[src/rtl/word_block_packer_if.sv]
// Word-in / block-out handshake bundle for word_block_packer.
// The slave modport is the packer's view; the master modport is the view of the surrounding logic.
interface word_block_packer_if #(
  parameter int WSIZE = 32,
  parameter int WORDS = 4
);
  localparam int BSIZE = WSIZE * WORDS;
  localparam int CW    = $clog2(WORDS + 1);

  logic [WSIZE-1:0] in_data;
  logic             in_valid;
  logic             in_ready;
  logic             in_last;
  logic             flush;
  logic [BSIZE-1:0] out_block;
  logic [CW-1:0]    out_count;
  logic             out_valid;
  logic             out_ready;
  logic [CW-1:0]    pending;

  modport master (
    output in_data, in_valid, in_last, flush, out_ready,
    input  in_ready, out_block, out_count, out_valid, pending
  );

  modport slave (
    input  in_data, in_valid, in_last, flush, out_ready,
    output in_ready, out_block, out_count, out_valid, pending
  );
endinterface

[src/rtl/word_block_packer.sv]
// Gathers WORDS words into one block and queues up to OUT_DEPTH finished blocks.
// A block closes when its last slot fills, on in_last, or on a flush of a non-empty partial block.
module word_block_packer #(
  parameter int WSIZE     = 32,
  parameter int WORDS     = 4,
  parameter int MSW_FIRST = 1,
  parameter int OUT_DEPTH = 2
) (
  input logic               clock,
  input logic               reset,
  word_block_packer_if.slave bus
);
  localparam int BSIZE = WSIZE * WORDS;
  localparam int CW    = $clog2(WORDS + 1);
  localparam int PW    = (OUT_DEPTH > 1) ? $clog2(OUT_DEPTH) : 1;
  localparam int OW    = $clog2(OUT_DEPTH + 1);

  logic [CW-1:0]    idx;
  logic [BSIZE-1:0] acc;
  logic [BSIZE-1:0] acc_with_word;
  logic [BSIZE-1:0] push_block;
  logic [CW-1:0]    push_count;

  logic [BSIZE-1:0] q_block [OUT_DEPTH];
  logic [CW-1:0]    q_count [OUT_DEPTH];
  logic [PW-1:0]    wr_ptr;
  logic [PW-1:0]    rd_ptr;
  logic [OW-1:0]    occ;
  logic [BSIZE-1:0] last_block;
  logic [CW-1:0]    last_count;

  logic in_ready_int;
  logic q_valid;
  logic accept;
  logic take_flush;
  logic close_word;
  logic push;
  logic pop;

  function automatic logic [PW-1:0] ptr_inc(input logic [PW-1:0] p);
    return (p == PW'(OUT_DEPTH - 1)) ? '0 : p + PW'(1);
  endfunction

  // in_ready depends only on registered occupancy and reset, never on out_ready.
  assign in_ready_int = !reset && (occ < OW'(OUT_DEPTH));
  assign q_valid      = (occ != '0);
  assign accept       = bus.in_valid && in_ready_int;
  assign take_flush   = bus.flush && !bus.in_valid && in_ready_int && (idx != '0);
  assign close_word   = accept && (bus.in_last || (idx == CW'(WORDS - 1)));
  assign push         = close_word || take_flush;
  assign pop          = q_valid && bus.out_ready;

  always_comb begin
    acc_with_word = acc;
    for (int k = 0; k < WORDS; k++) begin
      if (idx == CW'(k)) begin
        acc_with_word[((MSW_FIRST != 0) ? (WORDS - 1 - k) : k) * WSIZE +: WSIZE] = bus.in_data;
      end
    end
  end

  assign push_block = close_word ? acc_with_word : acc;
  assign push_count = close_word ? idx + CW'(1) : idx;

  always_ff @(posedge clock or posedge reset) begin
    if (reset) begin
      idx        <= '0;
      acc        <= '0;
      wr_ptr     <= '0;
      rd_ptr     <= '0;
      occ        <= '0;
      last_block <= '0;
      last_count <= '0;
    end else begin
      if (push) begin
        idx <= '0;
        acc <= '0;
      end else if (accept) begin
        idx <= idx + CW'(1);
        acc <= acc_with_word;
      end
      if (push) begin
        wr_ptr <= ptr_inc(wr_ptr);
      end
      if (pop) begin
        rd_ptr     <= ptr_inc(rd_ptr);
        last_block <= q_block[rd_ptr];
        last_count <= q_count[rd_ptr];
      end
      case ({push, pop})
        2'b10:   occ <= occ + OW'(1);
        2'b01:   occ <= occ - OW'(1);
        default: occ <= occ;
      endcase
    end
  end

  // Queue storage needs no reset: it is only visible through q_valid.
  always_ff @(posedge clock) begin
    if (push) begin
      q_block[wr_ptr] <= push_block;
      q_count[wr_ptr] <= push_count;
    end
  end

  assign bus.in_ready  = in_ready_int;
  assign bus.out_valid = q_valid;
  assign bus.out_block = q_valid ? q_block[rd_ptr] : last_block;
  assign bus.out_count = q_valid ? q_count[rd_ptr] : last_count;
  assign bus.pending   = idx;
endmodule

[src/flat_wrapper.sv]
// flat-port wrapper written by rule: the top's interface ports become plain ports
module word_block_packer_flat 
#(
  parameter int WSIZE     = 32,
  parameter int WORDS     = 4,
  parameter int MSW_FIRST = 1,
  parameter int OUT_DEPTH = 2
)
  (clock, reset, bus_in_data, bus_in_valid, bus_in_last, bus_flush, bus_out_ready, bus_in_ready, bus_out_block, bus_out_count, bus_out_valid, bus_pending);
  word_block_packer_if #(.WSIZE(WSIZE), .WORDS(WORDS)) bus_i ();
  input logic clock;
  input logic reset;
  input wire logic [$bits(bus_i.in_data)-1:0] bus_in_data;
  input wire logic [$bits(bus_i.in_valid)-1:0] bus_in_valid;
  input wire logic [$bits(bus_i.in_last)-1:0] bus_in_last;
  input wire logic [$bits(bus_i.flush)-1:0] bus_flush;
  input wire logic [$bits(bus_i.out_ready)-1:0] bus_out_ready;
  output wire logic [$bits(bus_i.in_ready)-1:0] bus_in_ready;
  output wire logic [$bits(bus_i.out_block)-1:0] bus_out_block;
  output wire logic [$bits(bus_i.out_count)-1:0] bus_out_count;
  output wire logic [$bits(bus_i.out_valid)-1:0] bus_out_valid;
  output wire logic [$bits(bus_i.pending)-1:0] bus_pending;
  assign bus_i.in_data = bus_in_data;
  assign bus_i.in_valid = bus_in_valid;
  assign bus_i.in_last = bus_in_last;
  assign bus_i.flush = bus_flush;
  assign bus_i.out_ready = bus_out_ready;
  assign bus_in_ready = bus_i.in_ready;
  assign bus_out_block = bus_i.out_block;
  assign bus_out_count = bus_i.out_count;
  assign bus_out_valid = bus_i.out_valid;
  assign bus_pending = bus_i.pending;
  word_block_packer #(.WSIZE(WSIZE), .WORDS(WORDS), .MSW_FIRST(MSW_FIRST), .OUT_DEPTH(OUT_DEPTH)) u_core (.clock(clock), .reset(reset), .bus(bus_i));
endmodule
[config.mk]
export PLATFORM = sky130hd
export DESIGN_NAME = word_block_packer_flat
export DESIGN_NICKNAME = d
export VERILOG_FILES = /design/src/rtl/word_block_packer_if.sv /design/src/rtl/word_block_packer.sv /design/src/flat_wrapper.sv
export SDC_FILE = /design/constraint.sdc
export NUM_CORES = 1
export LEC_CHECK = 0
export BUFFER_PORTS_ARGS = -buffer_cell sky130_fd_sc_hd__buf_2
export CORE_MARGIN = 2
export CORE_UTILIZATION = 35
export CTS_BUF_LIST = sky130_fd_sc_hd__clkbuf_4 sky130_fd_sc_hd__clkbuf_8
export DETAILED_ROUTE_END_ITERATION = 6
export PLACE_DENSITY = 0.62
export RECOVER_POWER = 25
export SLEW_MARGIN = 5
export SYNTH_ARGS = -nofsm -noshare
export SYNTH_HDL_FRONTEND = slang
export SYNTH_SLANG_ARGS = --single-unit
[constraint.sdc]
create_clock -name clock -period 17.3 [get_ports clock]
set_input_delay 3.46 -clock clock [delete_from_list [all_inputs] [get_ports clock]]
set_output_delay 3.46 -clock clock [all_outputs]
set_load 0.01 [all_outputs]
==> reports/results.ini, run 1 <==
[placement]
place_hpwl_mm=34.7
numPortBuffers=173
placed_area_sq_um=23600
place.gp.congestion=0.755
place_ws_ps=9930
placedCellCount=2628

[setup_path]
worstPathMaxFanout=151
timing.rr.end=u_core.last_block[109]
critPathMaxStageDelay_ps=3980
r2r_slack_ps=10190
critical_path_class=in -> async
critPathBufInv=3
critPathTopFamily=buffers and inverters
path_depth=3
cp-start-kind=input pin
cpMaxStageDelayCell=clkinvlp_2
arrival_ps=10160
reg2reg_from=u_core.occ[1]
worst_setup_path_end_kind=async pin
cp_cell_sequence=clkbuf_1 -> clkinvlp_2 -> clkbuf_1
r2r_cells=5
startpoint=reset
cp.required_ps=16910
crit_end=u_core.rd_ptr
crit_top_cell=clkbuf_1

[logic_synthesis]
yosysTopAreaCell=edfxtp_1
ys_ff_latch=528
ys_async_sr_fraction=0.504
synthDistinctLibCells=41
yosysTopAreaCellShare=0.355
syn_area_sq_um=22200
yosysSeqAreaShare=0.655
ys.flop_type=dfrtp_1
synth_nets=1756
synth_edf_count=262
syn_inst=1712
synth.avg_cell_area_sq_um=12.9
synth_area_leaders=edfxtp_1 (35%), dfrtp_1 (30%), mux2_2 (6.1%)
ys_warn_count=0

[floorplanning]
dieArea_sq_um=65400
chipHeight_microns=256
initial_core_util=0.353
core_sq_um=62900
num_rows=92
ios=174
die_w_microns=256

[route]
wire_per_inst_microns=20.2
vias=13700
drt_iter0_drc=816
drc_errors=0
drt_pre_antenna_iters=7
routed_wl_mm=56.4
via_per_inst=4.90
ant_nets=0

[global_routing]
grt_usage=0.172
grt_pass1_wl_mm=86.2
grt.overflow.total=0
grt_pass1_vias=13800
antenna_found_initial=7
grt_max_degree=152

[clock_network]
ctsResizeCount=0
cts_tree=yes
numCtsBuffers=85
cts_sinks=528
root_buffer=clkbuf_8
clk_pin_slew_ps=60
insertion_delay_ps=660
post_cts_buffers=0
clockBufferDepth=3
cts_hold_buffers=0
htree_levels=3

[timing]
worst_slack_ps=6750
slew_headroom=-3.89
finalSetupViolations=0
slew_viol_final=554
tns_ps=0
whs_ps=477
hold_viol=0
tightest_slew_ps=7290
fmaxAchievable_mhz=94.8
finalCritPeriodShare=0.610
skew_ps=23.2
rsz0062_at_grt=false
finalCriticalPeriod_ps=10550

[power_and_ir_drop]
power_leakage_nw=10.7
powerDensity_nw_per_um2=171
finalPower_mw=4.35
vdd_drop_max_mv=0.0668

[cells_and_area]
drive_above_1_share=0.272
final_util=0.404
area_delta_synth_final_pct=14.6
fin_nets=1913
instances_no_fill=2788
design_area_sq_um=25400

[run_status]
status=finished, violations left
violations=capacitance limit, slew limit

[flow_run]
drv_cap=8

[min_path]
hp-class=reg -> reg

-- cell families after synthesis --
| family | share of synthesized area |
|---|---|
| adder cells (fa/ha/maj) | 0.00339 |
| flip-flops | 0.655 |
| AO/OA/AOI/OAI | 0.101 |
| multiplexers | 0.125 |
| buffers and inverters | 0.0305 |
| XOR/XNOR | 0.00237 |
| AND/OR/NAND/NOR | 0.0828 |
-- flip-flops by register name (all words and copies together) (netlist names) --
signal / count
u_core.acc: 128
u_core.bus.pending: 3
u_core.last_block: 128
u_core.last_count: 3
u_core.occ: 2
u_core.q_block: 256
u_core.q_count: 6
u_core.rd_ptr: 1
u_core.wr_ptr: 1
-- per-layer routing --
layer,vias up,track usage,part of all wire
met5,-,0,0.0011
met4,12,0.0642,0.027
met3,96,0.0318,0.045
met2,308,0.299,0.51
met1,6795,0.213,0.42
li1,6440,-,-
-- Yosys cell counts, types with 2 or more instances --
master	n
a21o_1	2
a21oi_1	134
a22oi_1	66
a22oi_2	30
and2_1	32
and3_1	2
buf_1	2
buf_2	41
buf_4	7
buf_6	16
clkbuf_1	55
dfrtp_1	266
edfxtp_1	262
ha_1	6
inv_1	5
mux2_1	8
mux2_2	121
mux2i_1	131
nand2_1	135
nand3_1	2
nor2_1	202
nor2_2	30
nor2_4	2
nor2b_1	2
nor3_4	2
o21ai_0	132
xnor2_1	5
-- worst min path at each step --
| stage | slack, ps | to | startpoint | cells past startpoint |
|---|---|---|---|---|
| CTS | 480 | u_core.last_block[96] | u_core.last_block[96] | 2 |
| detailed placement | 470 | u_core.acc[19] | u_core.acc[19] | 1 |
| global route | 500 | u_core.acc[4] | u_core.acc[4] | 1 |
| finish | 480 | u_core.last_block[51] | u_core.last_block[51] | 2 |
| floorplan | 450 | u_core.acc[6] | u_core.acc[6] | 1 |
| global placement | 460 | u_core.last_block[121] | u_core.last_block[121] | 2 |
-- cell type report --
type                       instances  area (sq um)
clock buffer                     131          1600
timing repair buffer             192           992
clock inverter                    28           245
inverter                           5          20.0
fill                            5946         37400
tap                              846          1060
antenna                            1          2.50
multi-input combinational       1057          6970
sequential                       528         14500
-- worst min-delay path: stages (launching register included) --
cell and delay (ps):
dfrtp_1 340, nand2_1 40, o21ai_0 60
-- placed cells by master (no fill, tap or decap), drive strengths merged, types with 4 or more instances in the layout --
cell,Yosys,layout
mux2,129,129
buf,66,185
clkbuf,56,138
xnor2,5,5
nor2,234,234
mux2i,131,131
a21oi,135,135
clkinv,0,18
nand2,136,136
clkinvlp,0,5
ha,6,6
o21ai,133,133
edfxtp,262,262
inv,5,6
and2,33,33
dfrtp,266,266
a22oi,96,96
bufinv,0,4
-- where the power goes --
| part | leakage, nW | total, mW | internal, mW | switching [mW] |
|---|---|---|---|---|
| Clock | 0.970 | 1.14 | 0.650 | 0.492 |
| Sequential | 5.90 | 1.80 | 1.64 | 0.156 |
| Combinational | 3.87 | 1.41 | 0.530 | 0.880 |
Note: power is estimated with default switching activity, not from simulation.
==> run 2: changes to the inputs <==
==> constraint.sdc (replaced) <==
create_clock -name clock -period 10 [get_ports clock]
set_input_delay 2 -clock clock [delete_from_list [all_inputs] [get_ports clock]]
set_output_delay 2 -clock clock [all_outputs]
set_load 0.01 [all_outputs]
==> run 2 against run 1 <==
Sequential cell count is the same. Sequential share of layout area increased by 0.15 points. Critical endpoint is now bus_out_block[126]. The flow still finishes with violations (capacitance limit, slew limit). Final cell count is essentially flat. First-iteration DRC count rose by 9.6%. Wire length is 1.1% lower. Highest routed layer unchanged. Clock power increased by 68%. Critical path depth increased by 1.
==> reports/results.ini, run 2 (synthesized netlist as in run 1, its figures left out) <==
[run_status]
status=finished, violations left
violations=capacitance limit, slew limit

[setup_path]
arrival_ps=5110
worst_setup_path_end_kind=primary output
path_depth=4
r2r_slack_ps=3630
worstPathMaxFanout=91
critPathMaxStageDelay_ps=2640
critPathTopFamily=buffers and inverters
cpMaxStageDelayCell=clkbuf_1
critPathBufInv=2
cp-start-kind=register
cp.required_ps=8000
cp_cell_sequence=or2_4 -> clkbuf_1 -> a21oi_1 -> buf_2
critical_path_class=reg -> out
r2r_cells=6

[route]
vias=13700
via_per_inst=4.92
drc_errors=0
drt_iter0_drc=894
drt_pre_antenna_iters=6
routed_wl_mm=55.8
ant_nets=0
wire_per_inst_microns=20.0

[global_routing]
antenna_found_initial=13
grt_pass1_wl_mm=84.5
grt_usage=0.169
grt_max_degree=135
grt.overflow.total=0
grt_pass1_vias=13600

[floorplanning]
chipHeight_microns=256
initial_core_util=0.353
dieArea_sq_um=65400
die_w_microns=256
ios=174
num_rows=92
core_sq_um=62900

[clock_network]
numCtsBuffers=84
clockBufferDepth=3
cts_tree=yes
cts_sinks=528
root_buffer=clkbuf_8
cts_hold_buffers=0
clk_pin_slew_ps=60
insertion_delay_ps=660
ctsResizeCount=0
post_cts_buffers=0
htree_levels=3

[flow_run]
drv_cap=7

[cells_and_area]
final_common_cell=dfrtp_1
fin_nets=1912
reg_top3=u_core.q_block (256), u_core.acc (128), u_core.last_block (128)
layout_common_cells=dfrtp_1 (265), edfxtp_1 (262), nor2_1 (201)
area_delta_synth_final_pct=14.3
top_register=u_core.q_block
drive_above_1_share=0.269
largest_reg_flops=256
design_area_sq_um=25300

[placement]
place_ws_ps=5190
place.gp.congestion=0.759
placed_area_sq_um=23600
place_hpwl_mm=35.2
numPortBuffers=173

[timing]
tightest_slew_ps=6500
slew_headroom=-3.36
skew_ps=25.5
tns_ps=0
worst_slack_ps=2890
rsz0062_at_grt=false
finalCriticalPeriod_ps=7110
slew_viol_final=433
fmaxAchievable_mhz=141
hold_viol=0
finalCritPeriodShare=0.711
finalSetupViolations=0

[min_path]
hp-class=reg -> reg
whs_path_depth=2

[power_and_ir_drop]
powerDensity_nw_per_um2=294
power_leakage_nw=10.7
vdd_drop_max_mv=0.193

-- run 2: cell types whose count changed in the layout (fill, tap and decap cells not counted) --
cell / previous run / this run
bufinv_16: 4 / 0
clkbuf_1: 7 / 9
buf_4: 16 / 15
clkbuf_4: 33 / 39
clkinv_1: 10 / 3
clkinvlp_4: 4 / 3
and2_0: 27 / 29
clkbuf_8: 98 / 101
mux2_2: 120 / 111
diode_2: 1 / 3
buf_2: 169 / 168
and2_1: 5 / 3
mux2_1: 9 / 18
-- run 2: power breakdown --
group          switching (mW)  internal, mW
sequential              0.267          2.84
combinational            1.52         0.920
clock                   0.845          1.06
-- run 2: stage by stage --
step	total power [mW]	std cells	util	hold WS, ps
2_1_floorplan	4.72	1712	-	446
3_3_place_gp	5.55	2628	0.376	462
3_5_place_dp	5.61	2628	0.376	466
4_1_cts	7.55	2784	0.404	483
5_1_grt	7.93	2786	0.403	504
6_report	7.45	2787	0.403	477
-- run 2: metal layers --
layer,GRT usage,vias up,part of all wire
met3,0.0429,84,0.054
met2,0.292,294,0.51
met4,0.0508,22,0.021
li1,-,6431,-
met5,0,-,0.0021
met1,0.208,6868,0.41
-- run 2: final timing paths --
path                                        start                      to
hold reg to reg            u_core.last_block[118]  u_core.last_block[118]
setup reg to reg                    u_core.occ[1]  u_core.last_block[102]
hold / removal             u_core.last_block[118]  u_core.last_block[118]
setup / recovery                    u_core.occ[1]      bus_out_block[126]
min in group asynchronous                   reset   u_core.last_block[56]
max in group asynchronous                   reset           u_core.rd_ptr
-- run 2: cell type report --
class | count | area, sq um
Tap cell | 846 | 1060
Multi-Input combinational cell | 1057 | 6970
Clock inverter | 16 | 91.3
Sequential cell | 528 | 14500
Fill cell | 5946 | 37500
Timing Repair Buffer | 192 | 987
Antenna cell | 3 | 7.51
Inverter | 5 | 20.0
Clock buffer | 140 | 1680
-- run 2: worst min-delay path: stages, from the launching register on --
cell     delay, ps
dfrtp_1        340
nand2_1         40
o21ai_0         60
